### config.mk
export PLATFORM = sky130hd
export DESIGN_NAME = rr_io_arbiter
export DESIGN_NICKNAME = d
export VERILOG_FILES = /design/src/rtl/rr_io_arbiter_pkg.sv /design/src/rtl/pad_sync.sv /design/src/rtl/rr_io_arbiter.sv
export SDC_FILE = /design/constraint.sdc
export NUM_CORES = 1
export LEC_CHECK = 0
export BUFFER_PORTS_ARGS = -buffer_cell sky130_fd_sc_hd__buf_2
export CORE_UTILIZATION = 50
export CTS_CLUSTER_SIZE = 16
export DETAILED_ROUTE_END_ITERATION = 6
export PLACE_DENSITY = 0.7
export SYNTH_ARGS = -nofsm -noshare
export SYNTH_HDL_FRONTEND = slang
export SYNTH_HIERARCHICAL = 1
export SYNTH_SLANG_ARGS = --single-unit
### constraint.sdc
create_clock -name wb_clk_i -period 2.2 [get_ports wb_clk_i]
set_clock_uncertainty 0.15 [all_clocks]
set_input_delay 0.22 -clock wb_clk_i [delete_from_list [all_inputs] [get_ports wb_clk_i]]
set_output_delay 0.22 -clock wb_clk_i [all_outputs]
set_load 0.02 [all_outputs]
### src/rtl/rr_io_arbiter_pkg.sv
// Shared types and helpers for the pad-driven round-robin arbiter.
package rr_io_arbiter_pkg;

  // Arbiter FSM: grant, then one release cycle, then back to idle for re-arbitration.
  typedef enum logic [1:0] {
    StIdle    = 2'd0,
    StGrant   = 2'd1,
    StRelease = 2'd2
  } arb_state_e;

  localparam int unsigned DefaultMaxHold = 16;

  // Bits needed to index n items, never less than one so that vectors stay legal for n <= 1.
  function automatic int unsigned clog2_min1(input int unsigned n);
    int unsigned w;
    w = 0;
    for (int unsigned i = 0; i < 32; i++) begin
      if ((64'd1 << i) < {32'd0, n}) begin
        w = i + 1;
      end
    end
    return (w == 0) ? 1 : w;
  endfunction

endpackage

### src/rtl/pad_sync.sv
// Multi-bit, multi-stage synchroniser for asynchronous pad inputs; every stage clears on reset.
module pad_sync #(
  parameter int unsigned Width  = 1,
  parameter int unsigned Stages = 2
) (
  input  logic             clk_i,
  input  logic             rst_i,
  input  logic [Width-1:0] d_i,
  output logic [Width-1:0] q_o
);

  logic [Width-1:0] stage_q [Stages];

  // Shift the raw pad value through the flop chain.
  always_ff @(posedge clk_i) begin
    if (rst_i) begin
      for (int s = 0; s < Stages; s++) begin
        stage_q[s] <= '0;
      end
    end else begin
      stage_q[0] <= d_i;
      for (int s = 1; s < Stages; s++) begin
        stage_q[s] <= stage_q[s-1];
      end
    end
  end

  assign q_o = stage_q[Stages-1];

endmodule

### src/rtl/rr_io_arbiter.sv
// Round-robin arbiter for pad requests: synchronised inputs, bounded hold time with preemption
// when others are waiting, and a release cycle plus an idle cycle between successive owners.
module rr_io_arbiter
  import rr_io_arbiter_pkg::*;
#(
  parameter int unsigned N           = 3,
  parameter int unsigned MAX_HOLD    = DefaultMaxHold,
  parameter int unsigned SYNC_STAGES = 2
) (
  input  logic                     wb_clk_i,
  input  logic                     wb_rst_i,
  input  logic [N-1:0]             req_i,
  output logic [N-1:0]             gnt_o,
  output logic                     busy_o,
  output logic [clog2_min1(N)-1:0] owner_o,
  output logic                     preempt_o
);

  localparam int unsigned OW = clog2_min1(N);
  localparam int unsigned CW = clog2_min1(MAX_HOLD);

  localparam logic [OW-1:0] LastInit = OW'(N - 1);
  localparam logic [CW-1:0] HoldMax  = CW'(MAX_HOLD - 1);

  // Index of the lowest set bit of v (0 when v is empty).
  function automatic logic [OW-1:0] lowest_set(input logic [N-1:0] v);
    logic [OW-1:0] idx;
    idx = '0;
    for (int i = N - 1; i >= 0; i--) begin
      if (v[i]) begin
        idx = OW'(i);
      end
    end
    return idx;
  endfunction

  // Round-robin pick: requesters above the last owner first, otherwise wrap to the lowest index.
  function automatic logic [OW-1:0] pick_winner(input logic [N-1:0] req,
                                                input logic [OW-1:0] last);
    logic [N-1:0] above;
    for (int i = 0; i < N; i++) begin
      above[i] = req[i] && (i > int'(last));
    end
    return (|above) ? lowest_set(above) : lowest_set(req);
  endfunction

  logic [N-1:0]  req_s;
  arb_state_e    state_q;
  logic [OW-1:0] owner_q;
  logic [OW-1:0] last_q;
  logic [CW-1:0] cnt_q;
  logic [N-1:0]  gnt_q;
  logic          busy_q;
  logic [OW-1:0] owner_out_q;
  logic          preempt_q;

  logic [OW-1:0] winner;
  logic [N-1:0]  winner_mask;
  logic [N-1:0]  owner_mask;
  logic          owner_req;
  logic          others_waiting;

  pad_sync #(
    .Width (N),
    .Stages(SYNC_STAGES)
  ) u_pad_sync (
    .clk_i(wb_clk_i),
    .rst_i(wb_rst_i),
    .d_i  (req_i),
    .q_o  (req_s)
  );

  // Combinational winner scan and owner/competitor request decode.
  always_comb begin
    winner      = pick_winner(req_s, last_q);
    winner_mask = '0;
    owner_mask  = '0;
    for (int i = 0; i < N; i++) begin
      winner_mask[i] = (winner == OW'(i));
      owner_mask[i]  = (owner_q == OW'(i));
    end
    owner_req      = |(req_s & owner_mask);
    others_waiting = |(req_s & ~owner_mask);
  end

  // Arbiter FSM with registered outputs; a reset drops any grant on the same edge.
  always_ff @(posedge wb_clk_i) begin
    if (wb_rst_i) begin
      state_q     <= StIdle;
      owner_q     <= '0;
      last_q      <= LastInit;
      cnt_q       <= '0;
      gnt_q       <= '0;
      busy_q      <= 1'b0;
      owner_out_q <= '0;
      preempt_q   <= 1'b0;
    end else begin
      preempt_q <= 1'b0;
      unique case (state_q)
        StIdle: begin
          if (|req_s) begin
            state_q     <= StGrant;
            owner_q     <= winner;
            cnt_q       <= '0;
            gnt_q       <= winner_mask;
            busy_q      <= 1'b1;
            owner_out_q <= winner;
          end
        end
        StGrant: begin
          if (!owner_req) begin
            // Voluntary release takes priority over a coincident timeout.
            state_q     <= StRelease;
            gnt_q       <= '0;
            busy_q      <= 1'b0;
            owner_out_q <= '0;
          end else if ((cnt_q == HoldMax) && others_waiting) begin
            state_q     <= StRelease;
            gnt_q       <= '0;
            busy_q      <= 1'b0;
            owner_out_q <= '0;
            preempt_q   <= 1'b1;
          end else if (cnt_q != HoldMax) begin
            cnt_q <= cnt_q + CW'(1);
          end
        end
        StRelease: begin
          // The departing owner drops to lowest priority for the next scan.
          last_q  <= owner_q;
          cnt_q   <= '0;
          state_q <= StIdle;
        end
        default: begin
          state_q <= StIdle;
        end
      endcase
    end
  end

  assign gnt_o     = gnt_q;
  assign busy_o    = busy_q;
  assign preempt_o = preempt_q;

  if (N == 1) begin : g_single
    assign owner_o = '0;
  end else begin : g_multi
    assign owner_o = owner_out_q;
  end

endmodule

==> results.cfg, run 1 <==
[placement]
dp.final_hpwl_um = 1620
numPortBuffers = 11
post-place-ws_ps = 385
gp_congestion = 0.936
placedCellCount = 153

[final_layout]
drive_above_1_share_pct = 14.9
fillCellCount = 178
areaGrowthSynthToFinish_pct = 8.66
multi_input_area_um2 = 571
utilization_pct = 59.8
final_nets = 141
layout.cells.non_filler = 161
antenna_cells = 0
seqCellArea_um2 = 460

[power]
leakagePower_nw = 0.461
fin_total_pwr_uw = 767
p_per_area_nw_per_um2 = 635
peakVddDrop_mv = 0.436

[grt]
grt_max_degree = 15
grt.total_usage_pct = 22.8
grt_pass1_vias = 934
grt_pass1_wl_um = 4270
antenna_found_initial = 0
grt-ovfl-total = 0

[sta]
layout_min_cycle_time_ps = 1870
finalHoldViolCount = 0
fmax_ghz = 0.534
setup_violations = 0
fin_setup_tns_ps = 0
worst_slack_ps = 326
relSlewSlack_pct = 68.2
tightestPinTransition_ps = 476
slew_violations = 0
period_share_pct = 85.2
rsz0062_at_grt = no

[synthesis]
ys_ff_latch = 23
synth_area_um2 = 1110
synth_cell_types = 41
synthMuxAreaShare_pct = 2.70
syn_inst = 123
synth_edf_count = 0
synth_adder_area_share_pct = 1.12
synth_ff_type = dfxtp_1
synth-compound-area-share_pct = 22.0
synth_top_family_by_area = simple AND/OR/NAND/NOR gates
yosysWarnings = 6
synthXorXnorAreaFrac_pct = 0
synth_nets = 129
synth-simple-area-share_pct = 25.4
synth_area_per_cell_um2 = 9.04
ys_async_sr_fraction_pct = 0
ys_seq_area_share_pct = 41.4

[setup_path]
worstReg2RegStart = u_pad_sync/stage_q[0][5]$_SDFF_PP0_
crit_chain = mux2i_1 > o21a_4 > or4_1 > nand3_1
worstSetupPathType = reg2reg
crit_path_top_delay_cell = dfxtp_1
cp.required_ps = 2300
reg2reg_setup_slack_ps = 330
path_max_fanout = 14
crit_arrival_ps = 1980
critPathMaxStageDelay_ps = 640
startpoint_type = flip-flop
endpoint_kind = flip-flop
startpoint = u_pad_sync/stage_q[0][5]$_SDFF_PP0_

[clock_network]
clockBufferDepth = 2
cts-root-buf = clkbuf_4
cts_resized = 0
clkSlewWorstSetupHoldPaths_ps = 120
htreeDepth = 1
cts_buffers = 3
clkLatencyLatePin_ps = 300
cts_tree = yes
cts_sinks = 23

[hold_path]
hold_start = u_pad_sync/stage_q[0][1]$_SDFF_PP0_
hp-class = reg2reg

[job]
maxCapViolCount = 0

[floorplanning]
rows = 16
die-area_um2 = 2420
io_pins = 12
coreArea_um2 = 2020
die_x_um = 49.2
start_util_pct = 55.0
die_h_um = 49.2

[route]
drtAntennaViolNets = 0
viasPerCell = 6.08
drt_iter0_markers = 23
wl_per_cell_um = 14.7
finalWirelength_um = 2370
dr.pass1.iters = 4
vias = 979
drc = 0

[run_status]
outcome = finished, final reports clean
==> power by group <==
group | internal (mW) | leakage (nW) | switching (mW) | total, mW
combinational | 0.0488 | 0.259 | 0.0620 | 0.111
sequential | 0.434 | 0.188 | 0.0252 | 0.459
clock | 0.0706 | 0.0150 | 0.126 | 0.197
total | 0.553 | 0.461 | 0.214 | 0.767
==> stage by stage <==
stage,hold WS (ps),area [µm²]
finish,315,1210
global route,331,1210
CTS,314,1210
detailed placement,286,1140
global placement,268,1140
floorplan,142,1110
==> kinds of logic (layout without fill, tap and decap cells) <==
kind of cell / after synthesis / count (layout)
adder cells (fa/ha/maj): 1 / 1
flip-flops: 23 / 23
AO/OA/AOI/OAI: 33 / 33
multiplexers: 3 / 3
AND/OR/NAND/NOR: 50 / 50
buffers and inverters: 13 / 24
==> timing repair <==
item | CTS | global route
setup buffers | 0 | 0
endpoints found under the hold margin | 4 | 0
hold buffers | 4 | 0
==> final timing paths <==
kind	to	cells past startpoint
min	u_pad_sync/stage_q[0][4]$_SDFF_PP0_	1
min reg2reg	u_pad_sync/stage_q[0][4]$_SDFF_PP0_	1
max reg2reg	cnt_q[3]$_SDFFE_PP0P_	4
max	cnt_q[3]$_SDFFE_PP0P_	4
==> cells in the mapped netlist (2+ instances only) <==
master / number / area (µm²)
a21oi_1: 5 / 25.0
a32oi_1: 2 / 17.5
buf_2: 2 / 10.0
buf_4: 4 / 30.0
buf_6: 2 / 22.5
dfxtp_1: 23 / 460
inv_1: 4 / 15.0
mux2i_1: 3 / 30.0
nand2_1: 4 / 15.0
nand2b_1: 5 / 31.3
nand3_1: 6 / 30.0
nand4_1: 3 / 18.8
nor2_1: 11 / 41.3
nor2b_1: 10 / 62.6
nor3_1: 2 / 10.0
o2111a_1: 2 / 22.5
o21ai_0: 2 / 10.0
o21ai_1: 5 / 25.0
o22ai_1: 2 / 12.5
o311ai_1: 2 / 17.5
o41ai_1: 3 / 26.3
or4_4: 2 / 22.5
==> area by class of cell <==
cell class              instances  area share [%]
inverters                       4            1.24
well taps                      27            2.80
clock buffers                   4            2.17
multi-input cells              87            47.2
flip-flops and latches         23            38.1
repair buffers                 16            8.49
==> per-layer routing <==
layer  part of all wire [%]  track usage [%]  up-vias
met3                    3.5             3.74        4
li1                       -                -      476
met2                     45             34.2       25
met4                    1.4             9.31        0
met5                      0                0        -
met1                     50             32.2      474
==> critical path, delay by kind of cell, from the launching register on <==
family / cells / cell delay [ps]
AO/OA/AOI/OAI: 1 / 260
flip-flops: 1 / 640
multiplexers: 1 / 190
AND/OR/NAND/NOR: 2 / 590
==> flip-flops by register name, indices dropped and copies added, names as in the netlist <==
name / cells
owner_q: 2
busy_o: 1
gnt_o: 3
state_q: 2
u_pad_sync/stage_q: 6
owner_o: 2
preempt_o: 1
last_q: 2
cnt_q: 4
==> layout by cell type, fill, tap and decap left out, types with 3 or more instances in the layout <==
master,synthesis,routed
dlygate4sd3_1,0,4
nor2_1,11,11
nor2b_1,10,10
inv_1,4,4
nand2b_1,5,5
nand4_1,3,3
nand3_1,6,6
dfxtp_1,23,23
o21ai_1,5,5
mux2i_1,3,3
o41ai_1,3,3
clkbuf_4,0,3
nand2_1,4,4
buf_2,2,11
a21oi_1,5,5
Note: power is estimated with default switching activity, not from simulation.
==> run 2: changes to the inputs <==
--- a/config.mk
+++ b/config.mk
@@ -12,5 +12,4 @@
 export PLACE_DENSITY = 0.7
 export SYNTH_ARGS = -nofsm -noshare
 export SYNTH_HDL_FRONTEND = slang
-export SYNTH_HIERARCHICAL = 1
 export SYNTH_SLANG_ARGS = --single-unit
==> results.cfg, run 2 <==
[route]
drtAntennaViolNets = 0
drt_iter0_markers = 20
vias = 917
viasPerCell = 5.95
wl_per_cell_um = 13.5
dr.pass1.iters = 5
finalWirelength_um = 2080
drc = 0

[synthesis]
ys_top_cells_by_count = dfxtp_1, o21ai_0, nor2_1, nor2b_1
synth_area_per_cell_um2 = 9.44
syn_inst = 116
synth_cell_types = 37
synth_nets = 122
ys_async_sr_fraction_pct = 0
synth_area_leaders = dfxtp_1, nor2b_1, mux2i_1
yosysMostFrequentCell = dfxtp_1
synthXorXnorAreaFrac_pct = 0
synth-simple-area-share_pct = 22.7
ys_seq_area_share_pct = 42.1
yosysTopAreaCell = dfxtp_1
synth_ff_type = dfxtp_1
synth_top_area_share_pct = 42.1
synth_area_um2 = 1090
synth_top_family_by_area = compound AO/OA/AOI/OAI gates
ys_ff_latch = 23
synth-compound-area-share_pct = 22.9
yosysWarnings = 0
synthMuxAreaShare_pct = 4.57
synth_adder_area_share_pct = 1.14
synth_edf_count = 0

[clock_network]
clkLatencyLatePin_ps = 310
cts_resized = 0
clockBufferDepth = 2
clkSlewWorstSetupHoldPaths_ps = 120
htreeDepth = 1
cts_tree = yes
cts_sinks = 23
cts-root-buf = clkbuf_4
cts_buffers = 3

[grt]
grt_use_met3_pct = 3.74
grt_pass1_wl_um = 3440
grt.total_usage_pct = 18.8
grt-ovfl-total = 0
grt_max_degree = 18
grt_pass1_vias = 791
use_met1_pct = 25.0
busiest_layer = met2
antenna_found_initial = 0
grtUsageMet2_pct = 29.2

[final_layout]
final_common_cell = dfxtp_1
final_cell_mix = dfxtp_1, buf_2, o21ai_0
max_flop_register = u_pad_sync.stage_q
fillCellCount = 187
largest_reg_flops = 6
antenna_cells = 0
final_nets = 134
areaGrowthSynthToFinish_pct = 8.34
final_cell_area_um2 = 1190
drive_above_1_share_pct = 18.9
layout.cells.non_filler = 154

[floorplanning]
die_x_um = 48.8
die-area_um2 = 2380
start_util_pct = 54.7
rows = 16
io_pins = 12
die_h_um = 48.8
coreArea_um2 = 2000

[setup_path]
worstSetupPathType = reg2reg
crit_family = compound AO/OA/AOI/OAI gates
endpoint_kind = flip-flop
crit_chain = ha_1 > nand3_1 > o2111a_1 > nor3_2 > o21ai_0
reg2reg_depth = 5
path_max_fanout = 6
crit_path_top_delay_cell = dfxtp_1
reg2reg_setup_slack_ps = 350
critPathMaxStageDelay_ps = 390
startpoint_type = flip-flop
critPathBufInv = 0
crit_arrival_ps = 1900
timing.rr.end = owner_o[1]$_SDFFE_PP0P_
worstReg2RegStart = cnt_q[0]$_SDFFE_PP0P_
cp.required_ps = 2250

[placement]
numPortBuffers = 11
placedCellCount = 147
post-place-ws_ps = 357
gp_congestion = 0.873
placed_cell_area_um2 = 1130
dp.final_hpwl_um = 1460

[job]
maxCapViolCount = 0

[power]
p_int_uw = 549
p_seq_share_pct = 61.0
power.switching_uw = 205
peakVddDrop_mv = 0.452
p_per_area_nw_per_um2 = 635
leakagePower_nw = 0.439
clock_power_share_pct = 25.9
pwr-share-comb_pct = 13.2
sw_frac_of_total_pct = 27.2

[sta]
hold_slack_ps = 99.6
tightestPinTransition_ps = 460
relSlewSlack_pct = 69.3
worst_slack_ps = 345
layout_min_cycle_time_ps = 1850
fin_setup_tns_ps = 0
rsz0062_at_grt = no
finalHoldViolCount = 0
period_share_pct = 84.3
setup_violations = 0
slew_violations = 0
fmax_ghz = 0.539

[hold_path]
hold_depth = 2
min_to = owner_q[0]$_SDFFE_PP0P_
hold_start = wb_rst_i
hp-class = in2reg

[run_status]
outcome = finished, final reports clean
run 2: cell types whose count changed in the layout (fill, tap and decap cells not counted), sizes merged, moves of 3 or more:
cell,change
nand2,-4
o41ai,-3
o21ai,+4
a21oi,-4
run 2: worst max path at each step:
| stage | start | end | slack (ps) | depth (start not counted) |
|---|---|---|---|---|
| floorplan | cnt_q[0]$_SDFFE_PP0P_ | gnt_o[0]$_SDFFE_PP0P_ | 570 | 5 |
| global route | cnt_q[0]$_SDFFE_PP0P_ | gnt_o[0]$_SDFFE_PP0P_ | 210 | 5 |
| CTS | cnt_q[0]$_SDFFE_PP0P_ | owner_o[1]$_SDFFE_PP0P_ | 340 | 5 |
| detailed placement | cnt_q[0]$_SDFFE_PP0P_ | owner_o[1]$_SDFFE_PP0P_ | 360 | 5 |
| global placement | cnt_q[0]$_SDFFE_PP0P_ | gnt_o[1]$_SDFFE_PP0P_ | 460 | 5 |
| finish | cnt_q[0]$_SDFFE_PP0P_ | owner_o[1]$_SDFFE_PP0P_ | 350 | 5 |
run 2: metal layers:
metal  up-vias  routed length [µm]  share of wire [%]
met5         -                   0                  0
met4         0                  40                1.9
met3         5                  82                3.9
met2        28                 937                 45
met1       438                1020                 49
li1        446                   -                  -
run 2: worst reg2reg max path: stages (launching register included):
cell and delay (ps):
dfxtp_1 390, ha_1 270, nand3_1 160, o2111a_1 340
nor3_2 290, o21ai_0 140
run 2: metrics by stage:
step	power (mW)	utilization [%]
6_report	0.754	59.3
3_5_place_dp	0.562	56.4
5_1_grt	0.788	59.3
2_1_floorplan	0.544	-
4_1_cts	0.761	59.3
3_3_place_gp	0.560	56.4
run 2: cells by family (layout without fill, tap and decap cells):
kind of cell	Yosys count	after routing
buffers and inverters	12	23
adders and majority gates	1	1
AOI/OAI and AO/OA	33	33
muxes	5	5
DFF	23	23
and+or+nand+nor	42	42
run 2: power by group through the flow:
stage / Combinational (mW) / Clock, mW / Sequential [mW]
after global routing: 0.110 / 0.215 / 0.463
after detailed placement: 0.0941 / 0 / 0.468
after floorplan: 0.0848 / 0 / 0.459
final: 0.0992 / 0.195 / 0.459
after CTS: 0.0990 / 0.203 / 0.459
after global placement: 0.0925 / 0 / 0.468
run 2: repair_timing:
action,in CTS,in global routing
hold endpoints to repair,3,0
hold buffers,3,0
setup buffers,0,0
run 2: layout make-up:
class	instances	area, µm²	area share, %
clock buffers	4	26.3	2.22
flip-flops and latches	23	460	38.8
repair buffers	14	85.1	7.17
multi-input cells	81	562	47.4
well taps	27	33.8	2.85
inverters	5	18.8	1.58
